File: config.mk
export PLATFORM = sky130hd
export DESIGN_NAME = sipo16_zero_detect
export DESIGN_NICKNAME = d
export VERILOG_FILES = /design/src/rtl/sipo16_zero_detect.sv
export SDC_FILE = /design/constraint.sdc
export NUM_CORES = 1
export LEC_CHECK = 0
export CAP_MARGIN = 20
export CORE_UTILIZATION = 35
export CTS_CLUSTER_SIZE = 14
export DETAILED_ROUTE_END_ITERATION = 16
export PLACE_DENSITY = 0.51
export SYNTH_ARGS = -nofsm -noshare
export SYNTH_HDL_FRONTEND = slang
export SYNTH_SLANG_ARGS = --single-unit
export TNS_END_PERCENT = 100
File: constraint.sdc
create_clock -name CLK -period 2.1 [get_ports CLK]
set_input_delay 0.525 -clock CLK [delete_from_list [all_inputs] [get_ports CLK]]
set_output_delay 0.525 -clock CLK [all_outputs]
set_load 0.01 [all_outputs]
File: src/rtl/sipo16_zero_detect.sv
// Serial-in/parallel-out deserializer with a valid/ready word output.
// It also provides a registered all-zero flag (ZN0) for the presented word.
module sipo16_zero_detect #(
  parameter int unsigned WIDTH     = 16,
  parameter bit          MSB_FIRST = 1'b0
) (
  input  logic             CLK,
  input  logic             RSTN,
  input  logic             CLR,
  input  logic             SI,
  input  logic             SIV,
  output logic             SIRDY,
  output logic [WIDTH-1:0] Q,
  output logic             QV,
  input  logic             QRDY,
  output logic             ZN0
);

  localparam int unsigned CW = $clog2(WIDTH);
  localparam logic [CW-1:0] CNT_LAST = CW'(WIDTH - 1);

  typedef enum logic {
    EMPTY = 1'b0,
    FULL  = 1'b1
  } state_t;

  state_t           state_q, state_d;
  logic [WIDTH-1:0] sr_q, sr_d;
  logic [CW-1:0]    cnt_q, cnt_d;
  logic [WIDTH-1:0] q_q, q_d;
  logic             zn0_q, zn0_d;

  logic [WIDTH-1:0] word;
  logic [CW-1:0]    bit_idx;
  logic             last_bit;
  logic             accept;

  // Only the completing bit has to wait for the held word to drain.
  assign last_bit = (cnt_q == CNT_LAST);
  assign SIRDY    = (state_q == EMPTY) || QRDY || !last_bit;
  assign accept   = SIV && SIRDY;

  always_comb begin
    state_d = state_q;
    sr_d    = sr_q;
    cnt_d   = cnt_q;
    q_d     = q_q;
    zn0_d   = zn0_q;

    bit_idx       = MSB_FIRST ? (CNT_LAST - cnt_q) : cnt_q;
    word          = sr_q;
    word[bit_idx] = SI;

    if ((state_q == FULL) && QRDY) begin
      state_d = EMPTY;
    end

    // CLR wins over any accept; the last presented word stays on Q.
    if (CLR) begin
      sr_d    = '0;
      cnt_d   = '0;
      state_d = EMPTY;
    end else if (accept) begin
      if (last_bit) begin
        q_d     = word;
        zn0_d   = ~|word;
        state_d = FULL;
        cnt_d   = '0;
        sr_d    = '0;
      end else begin
        sr_d  = word;
        cnt_d = cnt_q + CW'(1);
      end
    end
  end

  always_ff @(posedge CLK or negedge RSTN) begin
    if (!RSTN) begin
      state_q <= EMPTY;
      sr_q    <= '0;
      cnt_q   <= '0;
      q_q     <= '0;
      zn0_q   <= 1'b1;
    end else begin
      state_q <= state_d;
      sr_q    <= sr_d;
      cnt_q   <= cnt_d;
      q_q     <= q_d;
      zn0_q   <= zn0_d;
    end
  end

  assign Q   = q_q;
  assign QV  = (state_q == FULL);
  assign ZN0 = zn0_q;

endmodule
# [After elaboration in Yosys (flattened, before gate mapping)]
# Index checks and enable logic that the tools add are counted.
[op_classes] n_bitwise=2 muxes=13 n_eq_ne=1 reduce_logical=10 addsub=1 mul=0 div_mod_pow=0 shifts=0 magnitude_cmp=2
[op_table] cell="$mux 16" n=3
[op_table] cell="$bwmux 16" n=1
[op_table] cell="$reduce_or 16->1" n=1
[op_table] cell="$mux 4" n=3
[op_table] cell="$lt 4x5->1 const B" n=1
[op_table] cell="$mux 1" n=5
[op_table] cell="$add 4x1->4 const B" n=1
[op_table] cell="$demux 1 s4" n=1
[op_table] cell="$eq 4x4->1 const B" n=1
[op_table] cell="$ge 4x1->1 const B" n=1
[op_table] cell="$logic_and 1x1->1" n=3
[op_table] cell="$reduce_and 3->1" n=1
[op_table] cell="$logic_not 1->1" n=2
[op_table] cell="$logic_or 1x1->1" n=2
[op_table] cell="$not 1->1" n=2
[op_table] cell="$reduce_bool 2->1" n=1
[word_totals] output_inout_bits=19 ff_bits=38 word_cells=34 romBits=0 ramBits=0 latch_bits=0 memories=0

# [Depth between registers and ports, before layout]
# Gate-level depths: netlist of the first run.
[logic_depth] depth_word=8 ltp_mapped=7 ltp_nobuf=7

# [Worst setup path before layout of the first run]
# Ideal clock, no wire load.
[synth_path] kind="reg2reg" start="register cnt_q[1], in the netlist bit_idx[1]" end="register zn0_q, in the netlist ZN0" setup_slack_ns=0.177 arrival_time_ns=1.848 period_less_slack_ns=1.923 path_buffers=0 path_stages_with_launch=8 required_ns=2.025 cell_sequence="dfrtp_1 > inv_1 > ha_1 > nor3b_1 > mux2i_1 > nand4_1 > or4_1 > o22ai_2"
[synth_between] elab_chain_len=7 word_cells_on_any_way=13 cone_classes="order compare: 2; eq/ne: 1; mux: 3; reduce/logical: 7"
[synth_rtl] element="start: declaration" line="29" rtl="logic [CW-1:0] cnt_q, cnt_d;"
[synth_rtl] element="start signal: assignment" line="87" rtl="cnt_q <= cnt_d;"
[synth_rtl] element="$lt 4x5->1 (not written as such) / $ge 4x1->1 (equally long branches)" line="52" rtl="word[bit_idx] = SI;"
[synth_rtl] element="$logic_and 1x1->1 (not written as such)" line="52"
[synth_rtl] element="$mux 1 (not written as such)" line="52"
[synth_rtl] element="$demux 1 s4" line="52"
[synth_rtl] element="$bwmux 16" line="52"
[synth_rtl] element="$reduce_or 16->1" line="66" rtl="zn0_d = ~|word;"
[synth_rtl] element="$logic_not 1->1" line="66"
[synth_rtl] element="end signal: assignment" line="89" rtl="zn0_q <= zn0_d;"
[synth_rtl] element="end: declaration" line="31" rtl="logic zn0_q, zn0_d;"
# Parallel ways exist; a longest one is shown, timed or not.
# A chain may end at the register's enable or synchronous reset.

# [Final worst setup path of the first run]
[layout_path] start="input port QRDY" end="output port SIRDY"
[layout_between] elab_chain_len=2
[layout_rtl] element="start: declaration" line="15" rtl="input logic QRDY,"
[layout_rtl] element="$logic_or 1x1->1 (2 in a row)" line="40" rtl="assign SIRDY = (state_q == EMPTY) || QRDY || !last_bit;"
[layout_rtl] element="end: declaration" line="12" rtl="output logic SIRDY,"
# Every way passes these cells.

==> results.txt, run 1 <==
The flow ran to the end, and the final reports show no timing, DRC or antenna violations. The count of placed standard cells including taps is 295, and the number of clock sinks seen by CTS is 38. The reported leakage power was 1.20 nW; the ratio of cells with drive above 1 in the final layout was 29.3%.

In this run the horizontal extent of the chip is 75.2 µm. The logs give 36.5% for the effective utilization at floorplan and 196 for the synthesized netlist net count. For this run, the number of standard cells in the final layout without fillers is 312. The number of antenna violations at the first check in global routing is 0, and the number of H-tree levels is 2.

Entering global routing, the biggest net connects 39 pins. Via count of the first global-routing pass: 1473. The area of the die was 5650 µm²; the total power was 1.58 mW.

The tools report the final hold violation count as 0. Summing the sequential cell areas from Yosys gives 50.8% of the chip area. By startpoint and endpoint, the worst setup path is classified as primary input to output port. Clock-pin slew was measured on the worst setup and hold paths at 0.08 ns.

The layout-stage area growth over the synthesis result was 39.5%. The synthesis-stage register bit count came out at 38. Count of unresolved DRC violations after routing: 0. For the maximum clock frequency, the log shows 489 MHz.

IR analysis of the VDD net gives a maximum drop of 0.000313 V. In this run the worst hold path is classified as primary input to async pin. The synthesized instance count came out at 183.

The library cell used most frequently in the layout, excluding fill and tap cells, is buf_4. The final weighted congestion of routability-driven global placement is 0.727. Global routing used 17.1% of the available tracks across all layers. The tools report the number of max-slew violations in the final report as 0. TritonCTS built the clock tree. Using the TritonRoute via totals, the vias-per-cell ratio works out to 4.73.

The tool flagged a number of max-cap violations equal to 0. STA classifies the critical path endpoint as an output port. The run gives 6 as the count of TritonRoute iterations in the first routing pass. The number of DRC markers after the initial detailed-route iteration was 68. Summing every instance area after synthesis gives 1870 µm². The number of rows created at floorplan is 26. The routed layout has 1475 vias. For the largest clock skew in the final design, the log shows 0.00845 ns. STA classifies the critical path startpoint as a primary input.

In the layout the commonest cells are buf_4, dfrtp_1, clkdlybuf4s50_1, nand2_1, nor2_1. Counting the buffers created by CTS gives 5. The power per cell area is 604 nW/µm². The mean area per synthesized cell is 10.2 µm². The headroom to the max-slew limit is 66.7%, and the final critical path time including I/O delays and setup is 2.04 ns.

After global routing the overflow that remains totals 0. After layout, the worst path uses 97.3% of the clock period. For this run, the number of Yosys warnings is 0. During placement, the flow inserted port buffers numbering 24.

The clock latency on the worst-skew pair was 0.29 ns. The tools report the placed wire-length estimate after detailed placement as 2980 µm. The total area inside the core boundary comes to 5140 µm². CTS placed an instance of clkbuf_8 at the clock tree root. The number of antenna diodes was 0. In this run the remaining antenna-violating nets after routing total 0. Data on the critical path arrives at its endpoint at 1.52 ns. The tools report the number of distinct library cells after synthesis as 28. Setup repair after global routing could not meet its margin everywhere. Along the worst path, the maximum fanout reaches 3. In the final routed layout, each cell accounts on average for 14.2 µm. For this block, the routed nets add up to 4440 µm of wire. Setup violations remaining at the end of the flow were counted as 0.

The first global-routing pass estimated 7180 µm of wire. At the pin with the least slew margin, the transition time is 0.499 ns. At the end of the flow, the number of nets in the layout was 254. 25 I/O pins were placed.

Data on the critical path is required at its endpoint by 1.57 ns. The vertical extent of the die was 75.2 µm. The longest clock path from root to sink contains 2 buffers.
## worst max-delay path, cell delays in order
cell	delay (ns)
clkdlybuf4s50_1	0.45
nor2b_4	0.17
nand2b_1	0.08
dlygate4sd2_1	0.29
## layer usage
layer	share of wire, %	global-route usage, %	vias up
li1	-	-	741
met1	47	23.9	693
met2	48	26.4	34
met3	3.5	2.95	7
met4	1.5	7.20	0
met5	0	0	-
## cells in the mapped netlist
| cell | count | share of area (%) |
|---|---|---|
| nor2_1 | 18 | 3.6 |
| nand4_1 | 3 | 1.0 |
| buf_6 | 4 | 2.4 |
| ha_1 | 7 | 4.7 |
| nand3b_2 | 1 | 0.60 |
| nand2b_1 | 1 | 0.33 |
| inv_1 | 3 | 0.60 |
| o21a_1 | 1 | 0.40 |
| or4_1 | 1 | 0.40 |
| nand3b_1 | 6 | 2.4 |
| o31ai_1 | 1 | 0.40 |
| buf_2 | 1 | 0.27 |
| a21oi_2 | 1 | 0.47 |
| nor4b_4 | 1 | 1.3 |
| o22ai_2 | 1 | 0.67 |
| nand3_4 | 1 | 0.93 |
| mux2i_1 | 16 | 8.5 |
| nor3b_1 | 5 | 2.0 |
| xor2_1 | 1 | 0.47 |
| o21ai_0 | 17 | 4.5 |
| nor2b_1 | 3 | 1.0 |
| a41oi_1 | 1 | 0.47 |
| clkbuf_1 | 7 | 1.4 |
| nand2_1 | 21 | 4.2 |
| dfrtp_1 | 37 | 49 |
| dfstp_2 | 1 | 1.4 |
| nand3_1 | 7 | 1.9 |
| a21oi_1 | 16 | 4.3 |
## final timing paths
kind	startpoint	endpoint	slack, ns	cells past startpoint
setup / recovery	QRDY	SIRDY	0.06	4
hold / removal	RSTN	bit_idx[0]	0.27	2
hold reg to reg	sr_q[1]	sr_q[1]	0.48	2
min in group CLK	sr_q[1]	sr_q[1]	0.48	2
max in group asynchronous	RSTN	ZN0	1.44	2
setup reg to reg	bit_idx[0]	ZN0	0.06	8
## stage by stage
step / hold slack, ns / setup TNS (ns) / setup slack [ns] / util [%] / area (µm²)
6_report: 0.271 / 0 / 0.0558 / 50.9 / 2620
5_1_grt: 0.317 / -0.0470 / -0.0470 / 50.9 / 2620
4_1_cts: 0.299 / 0 / 0.00418 / 49.0 / 2520
3_5_place_dp: 0.471 / -0.888 / -0.264 / 45.6 / 2350
3_3_place_gp: 0.464 / -0.298 / -0.217 / 45.6 / 2350
2_1_floorplan: 0.229 / 0 / 0.177 / - / 1870
## area by class of cell
type | instances | area (µm²)
Tap cell | 70 | 87.6
Multi-Input combinational cell | 130 | 916
Clock buffer | 5 | 68.8
Fill cell | 508 | 2520
Timing Repair Buffer | 63 | 531
Inverter | 3 | 13.8
Sequential cell | 38 | 958
Clock inverter | 3 | 40.0
## registers in the layout (all words and copies together) (netlist names)
name and cells:
ZN0 1, QV 1, bit_idx 4, Q 16, sr_q 16
## cells by family (layout without fill, tap and decap cells)
group	count (synthesis)	count (layout)	synth area share (%)
and+or+nand+nor	68	68	19.6
AOI/OAI and AO/OA	38	38	11.2
xor gates and xnor gates	1	1	0.467
DFF	38	38	50.8
buffers and inverters	15	74	4.67
adders and majority gates	7	7	4.67
muxes	16	16	8.54
## power breakdown
part           internal (mW)  switching [mW]
Clock                  0.350           0.256
Combinational          0.106          0.0986
Sequential             0.756          0.0145
## what timing repair did
| action | CTS | global route |
|---|---|---|
| gates resized for setup | 11 | 15 |
| setup endpoints to repair | 2 | 1 |
| setup buffers | 5 | 4 |
| hold buffers | 0 | 0 |
| hold endpoints to repair | 0 | 0 |
| pin swaps | 2 | 2 |
Note: power is estimated with default switching activity, not from simulation.
==> inputs of run 2 (changes only) <==
--- a/constraint.sdc
+++ b/constraint.sdc
@@ -3,2 +3,2 @@
 set_output_delay 0.525 -clock CLK [all_outputs]
-set_load 0.01 [all_outputs]
+set_load 0.05 [all_outputs]
==> run 2 against run 1 <==
- clock skew fell by 0.0020 ns
- wire length fell by 0.68%
- setup slack got worse by 0.011 ns
- clock-buffer cell count grew 1
- worst hold slack better by 0.0043 ns
- core utilization is 0.61 points lower
- first-iteration DRC count down 44%
- design area fell by 1.2%
- clock power shrank 21%
- non-clock buffer count stayed put
- critical path type is now flip-flop to flip-flop
- highest routed layer unchanged
==> results.txt, run 2 (same netlist as run 1, synthesis figures left out) <==
In the layout the commonest cells are buf_4, dfrtp_1, nand2_1, clkdlybuf4s50_1, nor2_1. The tools report the cell area after layout as 2580 µm² (-1.2%). For the number of max-slew violations in the final report, the log shows 0 (unchanged). Via count of the first global-routing pass: 1535 (+4.2%). The worst register-to-register path begins at bit_idx[1]. The filler cell count came out at 508 (unchanged). Maximum single-stage delay on the critical path: 0.56 ns (+0.11 ns).

CTS placed an instance of clkbuf_8 at the clock tree root. The tools report the reg-to-reg endpoint as ZN0. The minimum hold slack is 0.275 ns (+0.00435 ns), and the sum of negative setup slack is 0 ns (unchanged). The CTS buffer count is 5 (unchanged). The remaining global-route overflow was 0 (unchanged). The tools report the worst path arrival time as 2.28 ns (+0.76 ns).

For the count of unresolved DRC violations after routing, the log shows 0 (unchanged). The maximum number of buffers from clock root to sink was 2 (unchanged); the placed wire-length estimate after detailed placement was 3010 µm (+1.1%). The largest net degree at the start of global routing is 39 (unchanged). STA classifies the critical path endpoint as a flip-flop.

The run gives 38 (-44%) as the number of DRC markers after the initial detailed-route iteration. The number of rows created at floorplan came out at 26 (unchanged). The total vias in the final route is 1500 (+1.7%), and the floorplan die width is 75.2 µm (unchanged). The post-detailed-placement cell area is 2360 µm² (+0.43%).

The final cycle utilization of the critical path came out at 97.9% (+0.53 points). Maximum fanout count along the critical path: 4 (+1). The critical path goes through buf_6, ha_2, nor3b_4, mux2i_1, nand4_1, or4_4, o22ai_2. Worst-case reg-to-reg path depth: 7 (-1). For the largest clock skew in the final design, the log shows 0.00646 ns (-0.00199 ns). The global router's overall resource usage was 17.2% (+0.056 points); the placeable core region was 5140 µm² (unchanged). The logs give 2.33 ns (+0.76 ns) for the worst endpoint required time and 311 (-0.32%) for the post-layout instance count excluding filler cells.

The number of setup violations in the final report was 0 (unchanged). For the I/O pin count, the log shows 25 (unchanged). By startpoint and endpoint, the worst setup path is classified as flip-flop to flip-flop. The classification of the worst-slack hold path was primary input to async pin. Number of H-tree levels: 2 (unchanged). The count of port buffers added during placement was 24 (unchanged). The run gives 0.30 ns (about the same) as the clock latency on the worst-skew pair. Clock transition at the register clock pins on the worst setup and hold paths after CTS: 0.07 ns (about the same).

The power per cell area is 580 nW/µm² (-4.1%), and the ratio of cells with drive above 1 in the final layout is 28.6% (-0.71 points). Flop-to-flop setup slack: 0.04 ns (about the same). The library cell used most frequently in the layout, excluding fill and tap cells, is buf_4. The number of clock sinks seen by CTS is 38 (unchanged), and the peak supply drop is 0.000387 V (+24%).

The library cell contributing the largest single delay on the critical path was or4_4. The maximum clock frequency was 487 MHz (-0.54%); the final routed wirelength across all metal layers was 4410 µm (-0.68%). The max-capacitance violation count came out at 0 (unchanged).

The actual transition at the worst max-transition pin is 0.511 ns (+0.0112 ns). Relative to the synthesized area, the layout overhead comes to 37.9%. The final critical path time including I/O delays and setup was 2.06 ns (+0.0112 ns); the total number of nets in the final design was 254 (unchanged).

The logs give 65.9% (-0.85 points) for the headroom to the max-slew limit and 1.50 mW (-5.2%) for the total power. The count of placed standard cells including taps is 295 (unchanged), and the via count normalized by instance count is 4.82 (+2.0%). The area of the die is 5650 µm² (unchanged), and the final hold violation count is 0 (unchanged). The cts-stage hold buffer count came out at 0 (unchanged). The run finished with clean final reports. The final weighted congestion of routability-driven global placement was 0.792 (+8.8%). The count of nets left with antenna violations after detail routing is 0 (unchanged). The number of antenna violations at the first check in global routing is 0 (unchanged). The vertical extent of the die works out to 75.2 µm (unchanged). Setup repair after global routing could not meet its margin everywhere. The logs give 0 (unchanged) for the number of antenna diodes and 4 (-2) for the count of TritonRoute iterations in the first routing pass. The detailed-route wire length per cell is 14.2 µm (-0.36%). TritonCTS built the clock tree. The effective utilization at floorplan is 36.5% (unchanged), and the first-pass GRT wire length is 7100 µm (-1.1%). The type of element launching the critical path was a flip-flop.

The run gives 1.19 nW (-0.82%) as the reported leakage power.
==> run 2: changes by cell type in the layout (fill, tap and decap cells not counted), sizes merged <==
cell,before,now
dlygate4sd2,1,0
clkbuf,5,6
clkdlybuf4s50,22,21
clkinv,2,0
bufinv,1,0
clkinvlp,0,1
buf,40,42
==> run 2: timing repair <==
item                                    in CTS  in global routing
resized for setup                            7                 12
endpoints found under the setup margin       2                  2
setup buffers                                2                  7
pin swaps                                    0                  1
==> run 2: final cells by class <==
class                   instances  area (µm²)  share of cell area, %
flip-flops and latches         38         957                   37.0
multi-input cells             130         892                   34.5
repair buffers                 63         556                   21.5
well taps                      70        87.6                   3.39
clock buffers                   6        72.6                   2.81
inverters                       3        11.3                  0.436
clock inverters                 1        7.51                  0.291
==> run 2: how the worst max path moves through the flow <==
stage | slack (ns) | end | cells past startpoint | startpoint
3_3_place_gp | -0.05 | ZN0 | 6 | SI
6_report | 0.04 | ZN0 | 7 | bit_idx[1]
4_1_cts | 0.002 | ZN0 | 7 | bit_idx[1]
3_5_place_dp | -0.08 | ZN0 | 6 | QRDY
2_1_floorplan | 0.10 | sr_q[0] | 6 | QV
5_1_grt | -0.04 | ZN0 | 7 | bit_idx[1]
==> run 2: metal layers <==
layer / part of all wire, % / GRT usage [%]
met5: 0 / 0
met4: 2.1 / 8.23
met3: 3.7 / 4.69
met2: 48 / 28.9
met1: 46 / 20.4
==> run 2: metrics by stage <==
| step | setup WS (ns) | util (%) |
|---|---|---|
| floorplan | 0.102 | - |
| global placement | -0.0520 | 45.8 |
| detailed placement | -0.0844 | 45.8 |
| CTS | 0.00217 | 48.2 |
| global route | -0.0381 | 50.3 |
| finish | 0.0447 | 50.3 |
==> run 2: power breakdown <==
part	leakage (nW)	switching (mW)	internal, mW	total [mW]
logic	0.652	0.150	0.0998	0.250
clock network	0.0373	0.249	0.227	0.476
registers	0.505	0.0161	0.756	0.772
==> run 2: worst max-delay path, delay by kind of cell (launching register included) <==
family / cells / cell delay [ns]
AOI/OAI and AO/OA: 1 / 0.10
adders and majority gates: 1 / 0.16
and+or+nand+nor: 3 / 0.92
buffers and inverters: 1 / 0.11
DFF: 1 / 0.41
muxes: 1 / 0.27
